==> config.mk <==
export PLATFORM = sky130hd
export DESIGN_NAME = updown_tick_ctrl_flat
export DESIGN_NICKNAME = d
export VERILOG_FILES = /design/src/rtl/updown_tick_ctrl_if.sv /design/src/rtl/updown_tick_ctrl.sv /design/src/flat_wrapper.sv
export SDC_FILE = /design/constraint.sdc
export NUM_CORES = 1
export LEC_CHECK = 0
export CAP_MARGIN = 20
export CORE_MARGIN = 2
export CORE_UTILIZATION = 40
export DETAILED_ROUTE_END_ITERATION = 8
export SETUP_SLACK_MARGIN = 0.15
export SYNTH_ARGS = -nofsm -noshare
export SYNTH_HDL_FRONTEND = slang
export SYNTH_SLANG_ARGS = --single-unit
==> constraint.sdc <==
create_clock -name clock_in -period 5.05 [get_ports clock_in]
set_input_delay 0.7575 -clock clock_in [delete_from_list [all_inputs] [get_ports clock_in]]
set_output_delay 0.7575 -clock clock_in [all_outputs]
set_load 0.05 [all_outputs]
==> src/rtl/updown_tick_ctrl_if.sv <==
// Command and status bundle between the front-panel conditioning logic
// and the up/down tick controller.
interface updown_tick_ctrl_if #(
    parameter int WIDTH = 4
);
    logic             start;
    logic             stop;
    logic             load;
    logic [WIDTH-1:0] load_val;
    logic             dir_up;
    logic             wrap_en;
    logic [WIDTH-1:0] count;
    logic             tick;
    logic             tc;
    logic             running;

    modport master (
        output start, stop, load, load_val, dir_up, wrap_en,
        input  count, tick, tc, running
    );

    modport slave (
        input  start, stop, load, load_val, dir_up, wrap_en,
        output count, tick, tc, running
    );
endinterface

==> src/rtl/updown_tick_ctrl.sv <==
// Run controller for the bounded up/down counter: owns the clock-enable
// prescaler and sequences IDLE/RUN/DONE; all outputs are registered.
module updown_tick_ctrl #(
    parameter int DIVISOR = 50000000,
    parameter int WIDTH   = 4,
    parameter int MAX_VAL = 9
) (
    input  logic                clock_in,
    input  logic                reset_n,
    updown_tick_ctrl_if.slave   bus
);
    typedef enum logic [1:0] {
        ST_IDLE = 2'd0,
        ST_RUN  = 2'd1,
        ST_DONE = 2'd2
    } state_t;

    localparam logic [27:0]      PRESC_LAST = 28'(DIVISOR - 1);
    localparam logic [WIDTH-1:0] MAX_C      = WIDTH'(MAX_VAL);
    localparam logic [WIDTH-1:0] ZERO_C     = {WIDTH{1'b0}};

    state_t           state_r, state_nxt_s;
    logic [27:0]      presc_r, presc_nxt_s;
    logic [WIDTH-1:0] count_r, count_nxt_s;
    logic             tick_r, tick_nxt_s;
    logic             tc_r, tc_nxt_s;
    logic             running_r;

    // Keeps a preset inside the legal count range.
    function automatic logic [WIDTH-1:0] clamp_load(input logic [WIDTH-1:0] v);
        clamp_load = (v > MAX_C) ? MAX_C : v;
    endfunction

    // Next-state, next-count and prescaler logic; load overrides everything.
    always_comb begin
        state_nxt_s = state_r;
        presc_nxt_s = presc_r;
        count_nxt_s = count_r;
        tick_nxt_s  = 1'b0;
        tc_nxt_s    = 1'b0;
        if (bus.load) begin
            count_nxt_s = clamp_load(bus.load_val);
            presc_nxt_s = 28'd0;
            state_nxt_s = ST_IDLE;
        end else begin
            case (state_r)
                ST_IDLE: begin
                    presc_nxt_s = 28'd0;
                    if (bus.start) begin
                        state_nxt_s = ST_RUN;
                    end else begin
                        state_nxt_s = ST_IDLE;
                    end
                end
                ST_RUN: begin
                    if (bus.stop) begin
                        state_nxt_s = ST_IDLE;
                        presc_nxt_s = 28'd0;
                    end else if (presc_r == PRESC_LAST) begin
                        presc_nxt_s = 28'd0;
                        tick_nxt_s  = 1'b1;
                        // A step at a limit either wraps or parks in DONE; both flag tc.
                        if (bus.dir_up) begin
                            if (count_r < MAX_C) begin
                                count_nxt_s = count_r + WIDTH'(1);
                            end else if (bus.wrap_en) begin
                                count_nxt_s = ZERO_C;
                                tc_nxt_s    = 1'b1;
                            end else begin
                                tc_nxt_s    = 1'b1;
                                state_nxt_s = ST_DONE;
                            end
                        end else begin
                            if (count_r != ZERO_C) begin
                                count_nxt_s = count_r - WIDTH'(1);
                            end else if (bus.wrap_en) begin
                                count_nxt_s = MAX_C;
                                tc_nxt_s    = 1'b1;
                            end else begin
                                tc_nxt_s    = 1'b1;
                                state_nxt_s = ST_DONE;
                            end
                        end
                    end else begin
                        presc_nxt_s = presc_r + 28'd1;
                    end
                end
                ST_DONE: begin
                    presc_nxt_s = 28'd0;
                    if (bus.start) begin
                        state_nxt_s = ST_RUN;
                    end else begin
                        state_nxt_s = ST_DONE;
                    end
                end
                default: begin
                    state_nxt_s = ST_IDLE;
                    presc_nxt_s = 28'd0;
                end
            endcase
        end
    end

    // State, datapath and registered status outputs.
    always_ff @(posedge clock_in or negedge reset_n) begin
        if (!reset_n) begin
            state_r   <= ST_IDLE;
            presc_r   <= 28'd0;
            count_r   <= ZERO_C;
            tick_r    <= 1'b0;
            tc_r      <= 1'b0;
            running_r <= 1'b0;
        end else begin
            state_r   <= state_nxt_s;
            presc_r   <= presc_nxt_s;
            count_r   <= count_nxt_s;
            tick_r    <= tick_nxt_s;
            tc_r      <= tc_nxt_s;
            running_r <= (state_nxt_s == ST_RUN);
        end
    end

    assign bus.count   = count_r;
    assign bus.tick    = tick_r;
    assign bus.tc      = tc_r;
    assign bus.running = running_r;
endmodule
==> src/flat_wrapper.sv <==
// flat-port wrapper written by rule: the top's interface ports become plain ports
module updown_tick_ctrl_flat 
#(
    parameter int DIVISOR = 50000000,
    parameter int WIDTH   = 4,
    parameter int MAX_VAL = 9
)
  (clock_in, reset_n, bus_start, bus_stop, bus_load, bus_load_val, bus_dir_up, bus_wrap_en, bus_count, bus_tick, bus_tc, bus_running);
  updown_tick_ctrl_if #(.WIDTH(WIDTH)) bus_i ();
  input  logic clock_in;
  input  logic reset_n;
  input wire logic [$bits(bus_i.start)-1:0] bus_start;
  input wire logic [$bits(bus_i.stop)-1:0] bus_stop;
  input wire logic [$bits(bus_i.load)-1:0] bus_load;
  input wire logic [$bits(bus_i.load_val)-1:0] bus_load_val;
  input wire logic [$bits(bus_i.dir_up)-1:0] bus_dir_up;
  input wire logic [$bits(bus_i.wrap_en)-1:0] bus_wrap_en;
  output wire logic [$bits(bus_i.count)-1:0] bus_count;
  output wire logic [$bits(bus_i.tick)-1:0] bus_tick;
  output wire logic [$bits(bus_i.tc)-1:0] bus_tc;
  output wire logic [$bits(bus_i.running)-1:0] bus_running;
  assign bus_i.start = bus_start;
  assign bus_i.stop = bus_stop;
  assign bus_i.load = bus_load;
  assign bus_i.load_val = bus_load_val;
  assign bus_i.dir_up = bus_dir_up;
  assign bus_i.wrap_en = bus_wrap_en;
  assign bus_count = bus_i.count;
  assign bus_tick = bus_i.tick;
  assign bus_tc = bus_i.tc;
  assign bus_running = bus_i.running;
  updown_tick_ctrl #(.DIVISOR(DIVISOR), .WIDTH(WIDTH), .MAX_VAL(MAX_VAL)) u_core (.clock_in(clock_in), .reset_n(reset_n), .bus(bus_i));
endmodule
Word level (Yosys, flattened, before mapping). Index checks and enable logic that the tools add are counted. Widths: inputs -> output; s select.

Logic and storage cells: 58. Register bits: 37.

Eq/ne operators: 6. Muxes and demuxes: 35. Add/sub/neg operators: 3. $lt $le $gt $ge: 2. Reduce and logical (&&, ||, !) cells: 6.

Operator list (count): $mux 28 (4); $mux 4 (10); $add 28x1->28 const B (1); $eq 28x26->1 const B (1); $mux 2 (8); $mux 1 (12); $reduce_bool 4->1 (2); $pmux 2 s3 (1); $reduce_and 5->1 (1); $add 4x1->4 const B (1); $eq 2x1->1 const B (2); $gt 4x4->1 const B (1); $lt 4x4->1 const B (1); $ne 4x2->1 const B (1); $reduce_bool 2->1 (2); $sub 4x1->4 const B (1); $eq 2x2->1 const B (1); $logic_not 2->1 (1); $ne 2x1->1 const B (1).

Logic depth before layout (Yosys ltp). Gate-level depths: netlist of the first run.

Depth after elaboration: 8. Gate-level depth with buffers: 7. Depth with buffers taken out: 7.

Least setup slack after synthesis of the first run. No wires, ideal clock.

Path type: register to register. From: register u_core.count_r[0], in the netlist u_core.bus.count[0]. To: register u_core.count_r[0], in the netlist u_core.bus.count[0]. Setup time: 0.143 ns. Stages on the path, launching flop included: 8. Buffers on the path: 0. Setup slack: 2.838 ns. Arrival: 2.069 ns. Cell sequence: dfrtp_1 -> inv_1 -> ha_1 -> nand2b_1 -> mux2i_1 -> o2111ai_2 -> a2111oi_2 -> a211oi_1.

Longest elaborated chain between the ends: 7.

Ends and longest elaborated chain: start, declared (line updown_tick_ctrl.sv:24) `logic [WIDTH-1:0] count_r, count_nxt_s;`; start signal, assigned (line updown_tick_ctrl.sv:116) `count_r <= count_nxt_s;`; $sub 4x1->4, or another cell as far along (line updown_tick_ctrl.sv:75) `count_nxt_s = count_r - WIDTH'(1);`; $mux 4, on equally long branches (line updown_tick_ctrl.sv:74, updown_tick_ctrl.sv:64); $mux 4 (line updown_tick_ctrl.sv:63) `if (bus.dir_up) begin`; $mux 4 (line updown_tick_ctrl.sv:59) `end else if (presc_r == PRESC_LAST) begin`; $mux 4 (line updown_tick_ctrl.sv:56) `if (bus.stop) begin`; $mux 4 (line updown_tick_ctrl.sv:46) `case (state_r)`; $mux 4 (line updown_tick_ctrl.sv:41) `if (bus.load) begin`.

Several ways; a longest one is shown, not always the timed one. The select of a mux whose other input is x is not followed. A chain may end at the register's enable or synchronous reset.

Worst setup path after layout of the first run.
From: input bus_load. To: register u_core.presc_r[3].

Longest elaborated chain between the ends: 1.

Ends and longest elaborated chain: start, declared (line flat_wrapper.sv:14) `input wire logic [$bits(bus_i.load)-1:0] bus_load;`; $mux 28 (line updown_tick_ctrl.sv:41); net u_core.presc_nxt_s[3] (line updown_tick_ctrl.sv:23) `logic [27:0] presc_r, presc_nxt_s;`; end signal, assigned (line updown_tick_ctrl.sv:115) `presc_r <= presc_nxt_s;`; end, declared (line updown_tick_ctrl.sv:23).

The timed path passes the listed nets, and every way through them passes these cells.

==> results of run 1 <==
[cells in the final DEF, fill, tap and decap left out, types with 2 or more instances in the layout]
master	instances
a21oi_1	3
a22oi_1	2
and3_1	3
and4_1	3
clkbuf_8	5
clkdlybuf4s50_1	16
clkinv_2	2
dfrtp_1	37
ha_1	3
inv_1	8
mux2i_1	3
nand2_1	10
nand2b_1	3
nand3_1	16
nand3b_1	2
nand4_1	8
nor2_1	39
nor2b_1	3
nor3_1	3
nor4_4	2
o21ai_0	7
o21ba_2	2
o22ai_1	2
xnor2_1	5
xor2_1	21
[worst max-delay path, cell delays in order]
cell             delay, ns
clkdlybuf4s50_1       0.73
nand2b_1              0.21
or2_1                 0.70
nor2_1                0.13
[logic make-up after synthesis]
kind of cell    after synthesis  synth area share, %
compound gates               25                 8.79
xor+xnor                     26                 10.9
fa+ha+maj                     3                 1.79
buf+inv                      14                 3.95
flops                        37                 44.3
mux                           3                 1.44
simple gates                105                 28.9
[where the power goes]
group | switching, mW | internal [mW] | total (mW)
clock | 0.102 | 0.0956 | 0.197
combinational | 0.0401 | 0.0257 | 0.0658
sequential | 0.00578 | 0.300 | 0.306
[final cells by class]
type	instances	area, um^2
Multi-Input combinational cell	162	1080
Clock inverter	2	10.0
Tap cell	70	87.6
Clock buffer	6	72.6
Timing Repair Buffer	17	165
Inverter	8	30.0
Sequential cell	37	926
Fill cell	497	2700
[state kept, by name (all words and copies together), names as in the netlist]
| signal | flops |
|---|---|
| u_core.bus.running | 1 |
| u_core.state_r | 2 |
| u_core.bus.count | 4 |
| u_core.bus.tick | 1 |
| u_core.presc_r | 28 |
| u_core.bus.tc | 1 |
[per-layer routing]
metal / vias up / track usage (%)
li1: 782 / -
met5: - / 0
met4: 0 / 5.45
met3: 6 / 3.67
met1: 702 / 20.9
met2: 33 / 22.4
[Yosys cell counts, drive strengths merged (2+ instances only)]
| library cell | count | share of area [%] |
|---|---|---|
| a21oi | 3 | 0.72 |
| a22oi | 2 | 0.72 |
| and3 | 3 | 0.90 |
| and4 | 3 | 1.3 |
| buf | 3 | 2.0 |
| clkbuf | 3 | 0.54 |
| dfrtp | 37 | 44 |
| ha | 3 | 1.8 |
| inv | 8 | 1.4 |
| mux2i | 3 | 1.4 |
| nand2 | 10 | 1.8 |
| nand2b | 3 | 0.90 |
| nand3 | 16 | 3.8 |
| nand3b | 2 | 0.72 |
| nand4 | 10 | 4.0 |
| nor2 | 39 | 7.0 |
| nor2b | 3 | 0.90 |
| nor3 | 4 | 1.5 |
| nor4 | 4 | 2.9 |
| o21ai | 7 | 1.7 |
| o21ba | 2 | 0.96 |
| o22ai | 2 | 0.60 |
| or2 | 2 | 0.60 |
| or3 | 2 | 0.84 |
| xnor2 | 5 | 2.1 |
| xor2 | 21 | 8.8 |
[worst min-delay path by stage]
| stage | from | endpoint | slack [ns] | depth (start not counted) |
|---|---|---|---|---|
| detailed placement | u_core.presc_r[0] | u_core.presc_r[0] | 0.50 | 1 |
| CTS | u_core.presc_r[0] | u_core.presc_r[0] | 0.51 | 1 |
| floorplan | reset_n | u_core.bus.count[0] | 0.46 | 0 |
| global placement | u_core.presc_r[0] | u_core.presc_r[0] | 0.50 | 1 |
| finish | u_core.presc_r[0] | u_core.presc_r[0] | 0.51 | 1 |
| global route | u_core.state_r[1] | u_core.state_r[1] | 0.56 | 2 |
==> results.py, run 1 <==
metrics = {
    "sta": {
        "setup_violations": 0,
        "finalCritPeriodShare_pct": 47.6,
        "min_period_ns": 2.40,
        "finalSetupTns_ns": 0,
        "finalHoldViolations": 0,
        "fmax_mhz": 416,
        "rsz0062_at_grt": "no",
        "slew_headroom_pct": 41.2,
        "hold_ws_ns": 0.509,
        "tightest_slew_ns": 0.882,
        "timing.final.ws_setup_ns": 2.65,
        "skew_ns": 0.00440,
        "slew_viol_final": 0,
    },
    "drt": {
        "highest_layer": "met4",
        "met2_length_um": 1780,
        "drc": 0,
        "wl_met1_um": 1980,
        "vias_per_cell": 5.04,
        "wl_um": 3960,
        "routedWlPerCell_um": 13.1,
        "drtIter0Drc": 54,
        "drt-pass1-iter-count": 4,
        "routed-wl-met3_um": 146,
        "vias": 1523,
        "ant_nets": 0,
    },
    "cts": {
        "cts_hold_buf": 0,
        "cts_buffers": 5,
        "cts_setup_buffers": 0,
        "htreeDepth": 2,
        "cts_tree": "built",
        "ctsResizeCount": 0,
        "cts-root-buf": "clkbuf_8",
        "clk_latency_ns": 0.29,
        "clk_pin_slew_ns": 0.07,
        "cts.sinks": 37,
        "clk_path_buf_depth": 2,
    },
    "power": {
        "peakVddDrop_mv": 0.155,
        "total_power_mw": 0.569,
        "p_leak_nw": 1.00,
        "p_per_area_nw_per_um2": 240,
    },
    "placed_design": {
        "post-place-ws_ns": 2.30,
        "portBuffers": 17,
        "postPlaceCellArea_um2": 2290,
        "place_inst": 294,
        "detailed_place_hpwl_um": 2770,
        "place.gp.congestion": 0.747,
    },
    "critical_path": {
        "worstSetupStartpoint": "bus_load",
        "cp-endpoint": "u_core.presc_r[3]",
        "worstRegToRegCells": 5,
        "r2r_slack_ns": 2.69,
        "r2r_start": "u_core.presc_r[8]",
        "required_ns": 5.19,
        "reg2reg_to": "u_core.presc_r[3]",
        "arrival_ns": 2.54,
        "startpoint_type": "primary input",
        "path_class": "primary input to flip-flop",
        "endpoint_kind": "flip-flop",
        "worstPathMaxFanout": 26,
    },
    "layout": {
        "n_antenna_cell": 0,
        "fin_util_pct": 46.8,
        "area_growth_pct": 13.5,
        "post-route-cell-area_um2": 2370,
        "final_cell_count_no_fill": 302,
        "final_nets": 245,
        "drive_gt1_share_pct": 9.05,
    },
    "yosys": {
        "syn_area_um2": 2090,
        "synthFlopType": "dfrtp_1",
        "syn_nets": 227,
        "synth-seq-cells": 37,
        "ys_warn_count": 0,
        "seq_area_frac_synth_pct": 44.3,
        "synth_edf_count": 0,
        "synth.distinct_cells": 47,
        "async_flop_share_pct": 100,
        "syn_avg_cell_area_um2": 9.82,
        "syn_inst": 213,
    },
    "floorplanning": {
        "die_x_um": 76.3,
        "dieArea_um2": 5820,
        "initial_utilization_pct": 41.2,
        "rows": 26,
        "io_pins": 18,
        "die_h_um": 76.3,
        "core-area_um2": 5070,
    },
    "min_path": {
        "hold_class": "flip-flop to flip-flop",
    },
    "run_status": {
        "status": "finished, final reports clean",
    },
    "global_route": {
        "grt_overflow": 0,
        "grt_max_degree": 38,
        "grt_pass1_vias": 1509,
        "grt_pass1_wl_um": 7020,
        "antenna_found_initial": 0,
        "grt_usage_pct": 14.9,
    },
    "run": {
        "maxCapViolations": 0,
    },
}
No activity file was read; power rests on OpenSTA's default activity.
==> inputs of run 2 (changes only) <==
- clock period: 5.05 -> 2.39 ns (I/O delays scaled with it)
==> run 2 against run 1 <==
Power up 110%. Final cell count rose by 0.66%. Sequential share of layout area is 0.77 points lower. Die area unchanged. Sequential power grew 110%. First-iteration DRC count down 57%. Combinational power grew 120%. Register-to-register slack worse by 2.3 ns. Critical endpoint is now u_core.bus.count[0]. Largest cell class unchanged.
==> results.py, run 2 (synthesized netlist as in run 1, its figures left out) <==
metrics = {
    "run_status": {
        "status": "finished, final reports clean",
    },
    "cts": {
        "cts_hold_buf": 0,
        "clk_path_buf_depth": 2,
        "cts_setup_buffers": 0,
        "cts_tree": "built",
        "cts_buffers": 5,
        "cts.sinks": 37,
        "htreeDepth": 2,
        "clk_latency_ns": 0.27,
        "ctsResizeCount": 0,
        "clk_pin_slew_ns": 0.07,
        "cts-root-buf": "clkbuf_8",
    },
    "drt": {
        "drt-pass1-iter-count": 4,
        "drc": 0,
        "vias": 1537,
        "vias_per_cell": 5.06,
        "wl_um": 3930,
        "ant_nets": 0,
        "drtIter0Drc": 23,
        "routedWlPerCell_um": 12.9,
    },
    "floorplanning": {
        "io_pins": 18,
        "core-area_um2": 5070,
        "die_x_um": 76.3,
        "rows": 26,
        "initial_utilization_pct": 41.2,
        "die_h_um": 76.3,
        "dieArea_um2": 5820,
    },
    "sta": {
        "setup_violations": 0,
        "tightest_slew_ns": 0.811,
        "finalSetupTns_ns": 0,
        "skew_ns": 0.00209,
        "slew_viol_final": 0,
        "min_period_ns": 2.03,
        "finalHoldViolations": 0,
        "finalCritPeriodShare_pct": 85.1,
        "rsz0062_at_grt": "no",
        "slew_headroom_pct": 45.9,
        "fmax_mhz": 492,
    },
    "global_route": {
        "grt_pass1_vias": 1509,
        "grt_overflow": 0,
        "grt_pass1_wl_um": 6840,
        "antenna_found_initial": 0,
        "grt_usage_pct": 14.4,
        "grt_max_degree": 38,
    },
    "critical_path": {
        "startpoint_type": "flip-flop",
        "worstPathMaxFanout": 6,
        "path_class": "flip-flop to flip-flop",
        "endpoint_kind": "flip-flop",
        "r2r_slack_ns": 0.36,
        "arrival_ns": 2.17,
        "required_ns": 2.52,
    },
    "run": {
        "maxCapViolations": 0,
    },
    "power": {
        "peakVddDrop_mv": 0.350,
        "p_per_area_nw_per_um2": 503,
        "p_leak_nw": 1.02,
    },
    "layout": {
        "largest_register_ffs": 28,
        "n_antenna_cell": 0,
        "final_cell_count_no_fill": 304,
        "nFillCells": 500,
        "final_nets": 248,
        "fin_util_pct": 47.7,
        "final_common_cell": "nor2_1",
        "drive_gt1_share_pct": 11.1,
        "most-common-layout-cells": "nor2_1, dfrtp_1, xor2_1",
        "area_growth_pct": 15.8,
        "top_register": "u_core.presc_r",
    },
    "min_path": {
        "hold_class": "primary input to asynchronous set/reset pin",
    },
    "placed_design": {
        "place.gp.congestion": 0.773,
        "portBuffers": 17,
        "detailed_place_hpwl_um": 2820,
        "place_inst": 297,
    },
}
## run 2: cell types whose count changed in the layout (fill, tap and decap cells not counted)
cell,previous run,this run
nor4b_1,1,0
mux2i_1,3,2
nand2b_2,0,1
nand2b_1,3,2
mux2i_4,0,1
clkbuf_8,5,6
buf_4,0,3
nor4b_2,0,1
clkinv_2,2,0
## run 2: cell type report
type / count / area (um^2) / area share, %
multi-input cells: 162 / 1100 / 45.6
flip-flops and latches: 37 / 926 / 38.2
repair buffers: 20 / 188 / 7.75
well taps: 70 / 87.6 / 3.62
clock buffers: 7 / 86.3 / 3.56
inverters: 8 / 30.0 / 1.24
## run 2: per-stage QoR
| step | hold WS [ns] | area, um^2 | power (mW) | setup WS, ns |
|---|---|---|---|---|
| 3_3_place_gp | 0.500 | 2310 | 0.802 | 0.190 |
| 3_5_place_dp | 0.505 | 2310 | 0.802 | 0.200 |
| 6_report | 0.171 | 2420 | 1.22 | 0.356 |
| 4_1_cts | 0.203 | 2400 | 1.24 | 0.175 |
| 5_1_grt | 0.244 | 2420 | 1.28 | 0.157 |
| 2_1_floorplan | 0.0629 | 2090 | 0.744 | 0.178 |
## run 2: worst paths after layout
| kind | cells after the start | endpoint | from |
|---|---|---|---|
| min reg2reg | 1 | u_core.presc_r[0] | u_core.presc_r[0] |
| min in group clock_in | 1 | u_core.presc_r[0] | u_core.presc_r[0] |
| max | 6 | u_core.bus.count[0] | u_core.presc_r[0] |
| min | 1 | u_core.presc_r[21] | reset_n |
| max in group asynchronous | 1 | u_core.presc_r[1] | reset_n |
| max reg2reg | 6 | u_core.bus.count[0] | u_core.presc_r[0] |
## run 2: power breakdown
part	total [mW]	switching (mW)	internal (mW)
Sequential	0.647	0.0120	0.635
Combinational	0.146	0.0859	0.0605
Clock	0.424	0.196	0.229
## run 2: metal layers
layer | track usage [%] | vias up | routed length, um
met3 | 3.67 | 2 | 85
met1 | 18.8 | 734 | 1940
met2 | 24.0 | 14 | 1890
li1 | - | 787 | -
met5 | 0 | - | 0
met4 | 3.82 | 0 | 15
## run 2: worst max-delay path, stage by stage, from the launching register on
cell and delay (ns):
dfrtp_1 0.41, ha_1 0.29, nand2_1 0.16, nor4_2 0.36, o2111ai_2 0.30, a2111oi_2 0.28
a211oi_1 0.10
